## config.mk

```make
export PLATFORM = sky130hd
export DESIGN_NAME = fetch_unit
export DESIGN_NICKNAME = d
export VERILOG_FILES = /design/src/rtl/fetch_unit.sv
export SDC_FILE = /design/constraint.sdc
export NUM_CORES = 1
export LEC_CHECK = 0
export ABC_AREA = 0
export BUFFER_PORTS_ARGS = -buffer_cell sky130_fd_sc_hd__buf_4
export CAP_MARGIN = 20
export CORE_MARGIN = 3
export CORE_UTILIZATION = 60
export DETAILED_ROUTE_END_ITERATION = 10
export PLACE_DENSITY = 0.78
export SETUP_SLACK_MARGIN = 0.1
export SLEW_MARGIN = 20
export SYNTH_ARGS = -nofsm -noshare
export SYNTH_HDL_FRONTEND = slang
export SYNTH_SLANG_ARGS = --single-unit
export TNS_END_PERCENT = 5
```

## constraint.sdc

```tcl
create_clock -name clock -period 8.4 [get_ports clock]
set_input_delay 0.42 -clock clock [delete_from_list [all_inputs] [get_ports clock]]
set_output_delay 0.42 -clock clock [all_outputs]
set_load 0.1 [all_outputs]
```

## src/rtl/fetch_unit.sv

```systemverilog
// Instruction-fetch stage: issues burst reads from PC, buffers returned words with their
// addresses in a FIFO, and serves decode over valid/ready. Optional perf counters: FETCH_PERF_EN.
module fetch_unit #(
  parameter int unsigned           ADDR_WIDTH  = 32,
  parameter int unsigned           DATA_WIDTH  = 32,
  parameter logic [ADDR_WIDTH-1:0] START_ADDR  = 32'h8002_0000,
  parameter int unsigned           BURST_WORDS = 4,
  parameter int unsigned           FIFO_DEPTH  = 8
) (
  input  logic                  clock,
  input  logic                  reset_n,
  output logic [ADDR_WIDTH-1:0] mem_address,
  output logic [1:0]            mem_access_size,
  output logic                  mem_rw,
  output logic                  mem_enable,
  input  logic                  mem_busy,
  input  logic [DATA_WIDTH-1:0] mem_data,
  output logic [DATA_WIDTH-1:0] insn,
  output logic [ADDR_WIDTH-1:0] insn_pc,
  output logic                  insn_valid,
  input  logic                  insn_ready,
  input  logic                  redirect,
`ifdef FETCH_PERF_EN
  input  logic [ADDR_WIDTH-1:0] redirect_pc,
  output logic [31:0]           perf_insn_cnt,
  output logic [31:0]           perf_flush_cnt
`else
  input  logic [ADDR_WIDTH-1:0] redirect_pc
`endif
);

  localparam int unsigned PTR_W = $clog2(FIFO_DEPTH);
  localparam int unsigned OCC_W = PTR_W + 1;
  localparam int unsigned CNT_W = $clog2(BURST_WORDS) + 1;

  localparam logic [1:0] ACCESS_SIZE = (BURST_WORDS == 16) ? 2'b11 :
                                       (BURST_WORDS == 8)  ? 2'b10 :
                                       (BURST_WORDS == 4)  ? 2'b01 : 2'b00;
  localparam logic [ADDR_WIDTH-1:0] BURST_BYTES = ADDR_WIDTH'(4 * BURST_WORDS);
  localparam logic [ADDR_WIDTH-1:0] WORD_BYTES  = ADDR_WIDTH'(4);
  localparam logic [OCC_W-1:0]      DEPTH_V     = OCC_W'(FIFO_DEPTH);
  localparam logic [OCC_W-1:0]      BURST_V     = OCC_W'(BURST_WORDS);
  localparam logic [CNT_W-1:0]      CNT_INIT    = CNT_W'(BURST_WORDS);
  localparam logic [CNT_W-1:0]      CNT_ONE     = CNT_W'(1);

  typedef enum logic [1:0] {
    S_IDLE,
    S_REQ,
    S_RECV,
    S_DRAIN
  } state_t;

  state_t                  state_q, state_d;
  logic [CNT_W-1:0]        cnt_q, cnt_d;
  logic [ADDR_WIDTH-1:0]   pc_q, pc_d;
  logic [ADDR_WIDTH-1:0]   tag_q, tag_d;

  logic [PTR_W-1:0]        rd_ptr_q, wr_ptr_q;
  logic [OCC_W-1:0]        occ_q;
  logic [OCC_W-1:0]        free_slots;
  logic                    push, pop;

  logic [DATA_WIDTH-1:0]   data_mem [FIFO_DEPTH];
  logic [ADDR_WIDTH-1:0]   tag_mem  [FIFO_DEPTH];

  assign free_slots = DEPTH_V - occ_q;
  assign push       = (state_q == S_RECV) && !redirect;
  assign pop        = insn_valid && insn_ready && !redirect;

  always_ff @(posedge clock or negedge reset_n) begin
    if (!reset_n) begin
      state_q <= S_IDLE;
      cnt_q   <= '0;
      pc_q    <= START_ADDR;
      tag_q   <= '0;
    end else begin
      state_q <= state_d;
      cnt_q   <= cnt_d;
      pc_q    <= pc_d;
      tag_q   <= tag_d;
    end
  end

  always_comb begin
    state_d = state_q;
    cnt_d   = cnt_q;
    pc_d    = pc_q;
    tag_d   = tag_q;
    case (state_q)
      S_IDLE: begin
        if (!mem_busy && (free_slots >= BURST_V) && !redirect)
          state_d = S_REQ;
      end
      S_REQ: begin
        state_d = S_RECV;
        cnt_d   = CNT_INIT;
        pc_d    = pc_q + BURST_BYTES;
        tag_d   = pc_q;
      end
      S_RECV, S_DRAIN: begin
        tag_d = tag_q + WORD_BYTES;
        cnt_d = cnt_q - CNT_ONE;
        if (cnt_q == CNT_ONE)
          state_d = S_IDLE;
      end
      default: state_d = S_IDLE;
    endcase
    // A redirect mid-burst still consumes this cycle's word, so DRAIN
    // covers only the words that have yet to arrive.
    if (redirect) begin
      pc_d = redirect_pc & ~ADDR_WIDTH'(3);
      if (state_q == S_REQ) begin
        state_d = S_DRAIN;
        cnt_d   = CNT_INIT;
      end else if ((state_q == S_RECV) && (cnt_q != CNT_ONE)) begin
        state_d = S_DRAIN;
      end
    end
  end

  always_comb begin
    mem_enable      = 1'b0;
    mem_rw          = 1'b1;
    mem_access_size = ACCESS_SIZE;
    mem_address     = pc_q;
    case (state_q)
      S_REQ:   mem_enable = 1'b1;
      default: mem_enable = 1'b0;
    endcase
    insn_valid = (occ_q != '0);
    insn       = insn_valid ? data_mem[rd_ptr_q] : '0;
    insn_pc    = insn_valid ? tag_mem[rd_ptr_q]  : '0;
  end

  always_ff @(posedge clock or negedge reset_n) begin
    if (!reset_n) begin
      rd_ptr_q <= '0;
      wr_ptr_q <= '0;
      occ_q    <= '0;
    end else if (redirect) begin
      rd_ptr_q <= '0;
      wr_ptr_q <= '0;
      occ_q    <= '0;
    end else begin
      if (push) wr_ptr_q <= wr_ptr_q + PTR_W'(1);
      if (pop)  rd_ptr_q <= rd_ptr_q + PTR_W'(1);
      if (push && !pop)
        occ_q <= occ_q + OCC_W'(1);
      else if (!push && pop)
        occ_q <= occ_q - OCC_W'(1);
    end
  end

  always_ff @(posedge clock) begin
    if (push) begin
      data_mem[wr_ptr_q] <= mem_data;
      tag_mem[wr_ptr_q]  <= tag_q;
    end
  end

`ifdef FETCH_PERF_EN
  always_ff @(posedge clock or negedge reset_n) begin
    if (!reset_n) begin
      perf_insn_cnt  <= '0;
      perf_flush_cnt <= '0;
    end else begin
      if (pop)      perf_insn_cnt  <= perf_insn_cnt + 32'd1;
      if (redirect) perf_flush_cnt <= perf_flush_cnt + 32'd1;
    end
  end
`endif

endmodule
```

## After elaboration in Yosys (flattened, before gate mapping)

Memories as Yosys holds them, arrays and structs flattened.
Cells that the tools add are included.

| word-level totals | value |
|---|---|
| register bits after elaboration | 79 |
| RAM bits | 512 |
| bits of input ports | 69 |
| memories | 2 |

| operators by class | value |
|---|---|
| $add $sub $neg | 8 |
| $lt $le $gt $ge | 1 |
| equality and inequality tests | 5 |
| mux-type cells | 24 |
| reductions and logical operators | 20 |

Memory list:

| memory | words | bits a word | read ports | clocked after memory_dff | write ports | RTL line | source |
|---|---|---|---|---|---|---|---|
| data_mem | 8 | 32 | 1 | 0 | 1 | 63 | `logic [DATA_WIDTH-1:0] data_mem [FIFO_DEPTH];` |
| tag_mem | 8 | 32 | 1 | 0 | 1 | 64 | `logic [ADDR_WIDTH-1:0] tag_mem [FIFO_DEPTH];` |

Operator list:

| kind | count |
|---|---|
| two-way mux 32 bit | 4 |
| case mux 32 bit (2 select lines) | 1 |
| adder 32 x 3 -> 32 bit (second input constant) | 1 |
| adder 32 x 5 -> 32 bit (second input constant) | 1 |
| two-way mux 3 bit | 6 |
| two-way mux 4 bit | 3 |
| two-way mux 2 bit | 5 |
| logical AND 1 bit | 8 |
| nonzero test 2 bit | 4 |
| adder 3 x 1 -> 3 bit (second input constant) | 2 |
| case mux 2 bit (3 select lines) | 1 |
| case mux 3 bit (2 select lines) | 1 |
| adder 4 x 1 -> 4 bit (second input constant) | 1 |
| equality test 2 bit (second input constant) | 2 |
| >= comparator 4 x 3 -> 1 bit (second input constant) | 1 |
| logical NOT 1 bit | 4 |
| nonzero test 4 bit | 1 |
| subtractor 4 x 1 -> 4 bit (second input constant) | 1 |
| subtractor 4 bit (first input constant) | 1 |
| equality test 3 x 1 -> 1 bit (second input constant) | 1 |
| two-way mux 1 bit | 3 |
| != test 3 x 1 -> 1 bit (second input constant) | 1 |
| nonzero test 3 bit | 1 |
| subtractor 3 x 1 -> 3 bit (second input constant) | 1 |
| other kinds (3) | 3 |

## Logic depth before layout (Yosys ltp)

| depth | value |
|---|---|
| depth after elaboration | 9 |
| depth in mapped cells | 11 |
| gate-level depth less buffers | 10 |

## Worst setup path after synthesis

OpenSTA, ideal clock, no wires.

| path | value |
|---|---|
| path kind | register to register |
| start | register state_q[0] |
| end | memory data_mem[0][0], enable pin |
| library setup time | 0.561 ns |
| data arrival time | 5.487 ns |
| data required time | 7.839 ns |
| path slack | 2.352 ns |
| cell stages (with the launch flop) | 6 |
| buffers on the path | 2 |
| period minus slack after synthesis | 6.048 ns |
| cell sequence | dfrtp_1 buf_2 nand2b_1 clkbuf_1 or3_1 nor3_1 |

| on the way | value |
|---|---|
| longest elaborated chain between the ends | 4 |

Ends and longest elaborated chain:

| what | RTL line | source |
|---|---|---|
| from (decl) | 53 | `state_t state_q, state_d;` |
| from (signal assigned) | 77 | `state_q <= state_d;` |
| equality test 2 bit | 67 | `assign push = (state_q == S_RECV) && !redirect;` |
| logical AND 1 bit | 67 |  |
| two-way mux 1 bit | 155 | `if (push) begin` |
| two-way mux 1 bit (implied by the code) | 156 | `data_mem[wr_ptr_q] <= mem_data;` |
| to (decl) | 63 |  |

Every way passes these cells.

## Worst setup path after layout

| path | value |
|---|---|
| start | register rd_ptr_q[1] |
| end | output insn[18] |

| on the way | value |
|---|---|
| longest elaborated chain between the ends | 2 |

Ends and longest elaborated chain:

| what | RTL line | source |
|---|---|---|
| from (decl) | 58 | `logic [PTR_W-1:0] rd_ptr_q, wr_ptr_q;` |
| from (signal assigned) | 146 | `if (pop) rd_ptr_q <= rd_ptr_q + PTR_W'(1);` |
| memory (8 x 32 bit) | -- |  |
| two-way mux 32 bit | 131 | `insn = insn_valid ? data_mem[rd_ptr_q] : '0;` |
| to (decl) | 18 | `output logic [DATA_WIDTH-1:0] insn,` |

Every way passes these cells.

==> results.md <==
* Clk_lat worst skew at 590 ps
* Clock buffer depth at 3
* #FFs+latches synth at 580
* Final Max Tran Viols at 0
* Setup ws final at roughly 4400 ps
* Drt first pass iters at 5
* NumNets Final at about 1500
* Post-CTS Resized at 0
* Fin Hold WS at -31.7 ps
* EDFF count, synth at between 500 and 600
* Setup violators final at 0
* Ys Warns at 0
* Die height at approximately 200 µm
* Fin Setup TNS at 0 ps
* Fin. Hold Viols at 10
* Avg Inst Size Synth at 18.3 µm²
* Die X at around 200 µm
* CP endpoint kind: output port
* Non-Filler Instances at 2002
* PnR Total Power at 0.00988 W
* Post-layout min period at 3990 ps
* Clock sink count at 580
* Pwr per Cell Area at 367 mW/mm²
* Die ar. at about 0.041 mm²
* Reg-to-reg slack, setup at 4700 ps
* Worst Hold Class: in2async
* Synth top area share at 64.7%
* TritonCTS clock tree: done
* Dominant cell type by area after synthesis: edfxtp_1
* Cell count after synthesis at 1278
* Postcts setup bufs at 0
* DP Wirelength at around 26000 µm
* R2r endpoint: data_mem[3][23]
* RSZ-0062 raised after global routing: false
* Clock Tree Root: clkbuf_16
* Relative slew slack at 26.1%
* FMAX at ~0.25 GHz
* CTS H-tree lvls at 2
* DR iter-0 viols at 1107
* # hold bufs at CTS at 0
* Core area at 0.0380 mm²
* FP Rows at 71
* Critical path class: reg2out
* Fin crit share at between 40% and 50%
* Largest net degree at the start of global routing at 95
* DP Cell Count at 1900
* Leak Pwr at around 8.9 nW
* Data arrival, critical path at between 3000 and 4000 ps
* GRT Residual Overflow at 0
* Top_reg_cell synth: edfxtp_1
* Startpoint class of the critical path: flip-flop
* Placement Setup Slack at about 4700 ps
* R2r startpoint: state_q[1]
* Initial antenna violation count at 0
* CP max FO at 66
* Synthesized area at 0.0234 mm²
* Antenna viol nets, final at 0
* Layout cells sized above 1 at ~28%
* CP endpoint: insn[18]
* PortBufs at 162
* Routed via count at 12300
* Ranking of synthesized cells by area: edfxtp_1 (65%), mux4_2 (12%), dfrtp_1 (7.9%)
* Failing checks: hold timing
* Finished Cell Area at 0.0269 mm²
* Starting Density at 61.5%
* Max Cap Viol at 0
* CP startpoint: rd_ptr_q[1]
* R2r worst-path depth at 5
* Placement Cell Area at between 0.02 and 0.03 mm²
* Synth cell types at 60
* CP required at 7980 ps
* Vias/cell at 6.16
* Cts bufs inserted at between 50 and 60
* Ports at 170
* DR DRC count at 0
* Area grow syn2layout at 15.0%
* Maximum vdd drop at 0.264 mV
* ANT cells at 0
* Seq/Total Area, Yosys at 72.9%
* Status: complete, but fails checks
* GP Congestion at 0.817
* DRT Wirelength at 47900 µm
* Clk_skew at between 10 and 15 ps
* Reg clk slew, reported paths at 60 ps
* Gr usage total at 23.7%
* Measured slew at the worst slew-check pin at 1110 ps
* Global-route wire length before repair at 74300 µm
* WL per Instance at between 20 and 25 µm
* Number of global-route vias before repair at 12700
* FFs w/ async S/R, synth at 13.1%
-- cell usage in the layout, fill, tap and decap left out, types with 3 or more instances in the layout --
cell type and n:
conb_1 5, o211ai_1 4, nor4_1 5, bufinv_16 6, nand2_1 53, o21a_1 3, mux2i_1 67, buf_4 177
and2_1 6, a21oi_1 16, inv_1 10, nor3_2 3, clkinv_1 16, clkinv_2 13, xor2_1 20, nor3_1 5
nor2_1 110, mux2_2 8, dfrtp_1 71, nor2_4 6, o311ai_0 3, and3_1 10, a311oi_1 4, xnor2_1 16
nand4_1 25, clkbuf_1 9, edfxtp_1 504, nand2b_1 7, ha_1 8, mux4_2 126, and4_1 5, dfrtp_4 3
a211oi_1 10, clkbuf_16 57, nand3_1 23, o21ai_0 32, o22ai_1 9
-- cell type report --
cell class | count | area [µm²]
tap | 511 | 639
fill | 2342 | 11100
inverter | 12 | 45.0
timing repair buffer | 178 | 1350
clock buffer | 67 | 1470
sequential | 580 | 17100
multi-input combinational | 619 | 6040
clock inverter | 35 | 309
-- routing by layer --
metal	up-vias	part of all wire (%)	GRT usage, %
li1	5415	-	-
met1	6330	41	34.0
met2	511	49	38.3
met3	85	7.0	3.72
met4	0	2.4	7.42
met5	-	0	0
-- worst min-delay path by stage --
| stage | to | slack, ps |
|---|---|---|
| after detailed placement | cnt_q[0] | 500 |
| after CTS | mem_address[25] | 4 |
| after global placement | cnt_q[0] | 500 |
| after global routing | mem_address[7] | 30 |
| final | mem_address[10] | -30 |
| after floorplan | cnt_q[0] | 120 |
-- stage by stage --
step	hold WS, ps	utilization, %
after floorplan	124	-
after global placement	502	66.1
after detailed placement	501	66.1
after CTS	4.00	70.8
after global routing	26.0	70.8
final	-31.7	70.8
-- critical path, cell delays in order, from the launching register on --
cell,delay (ps)
dfrtp_4,1040
buf_4,850
mux4_2,370
mux2i_1,80
nor2_1,230
buf_4,340
-- synthesized netlist by cell type, types with 9 or more instances --
master / instances
buf_2: 21
inv_1: 10
mux4_2: 126
xor2_1: 20
nand3_1: 23
clkbuf_1: 30
dfrtp_1: 74
a21oi_1: 16
edfxtp_1: 504
nor2_1: 116
nand4_1: 25
nand2_1: 53
o21ai_0: 32
mux2i_1: 67
o22ai_1: 9
xnor2_1: 16
buf_1: 10
a211oi_1: 10
and3_1: 10
-- state kept, by name, summed over array words and instances, names as in the netlist --
register,cells
mem_address,30
occ_q,4
wr_ptr_q,3
tag_mem,248
cnt_q,3
data_mem,256
tag_q,31
state_q,2
rd_ptr_q,3
-- power breakdown --
part	internal [W]	switching, W
combinational	0.00101	0.00255
clock	0.00142	0.00100
sequential	0.00349	0.000414
-- cell families (layout without fill, tap and decap cells) --
family | count (synthesis) | count (layout) | synth area share (%)
muxes | 201 | 201 | 15.4
adders and majority gates | 9 | 9 | 0.514
other | 2 | 5 | 0.0321
xor gates and xnor gates | 36 | 36 | 1.35
buffers and inverters | 82 | 292 | 1.61
and+or+nand+nor | 277 | 277 | 5.78
AOI/OAI and AO/OA | 91 | 91 | 2.47
DFF | 580 | 580 | 72.9
(Power assumes the default switching activity.)
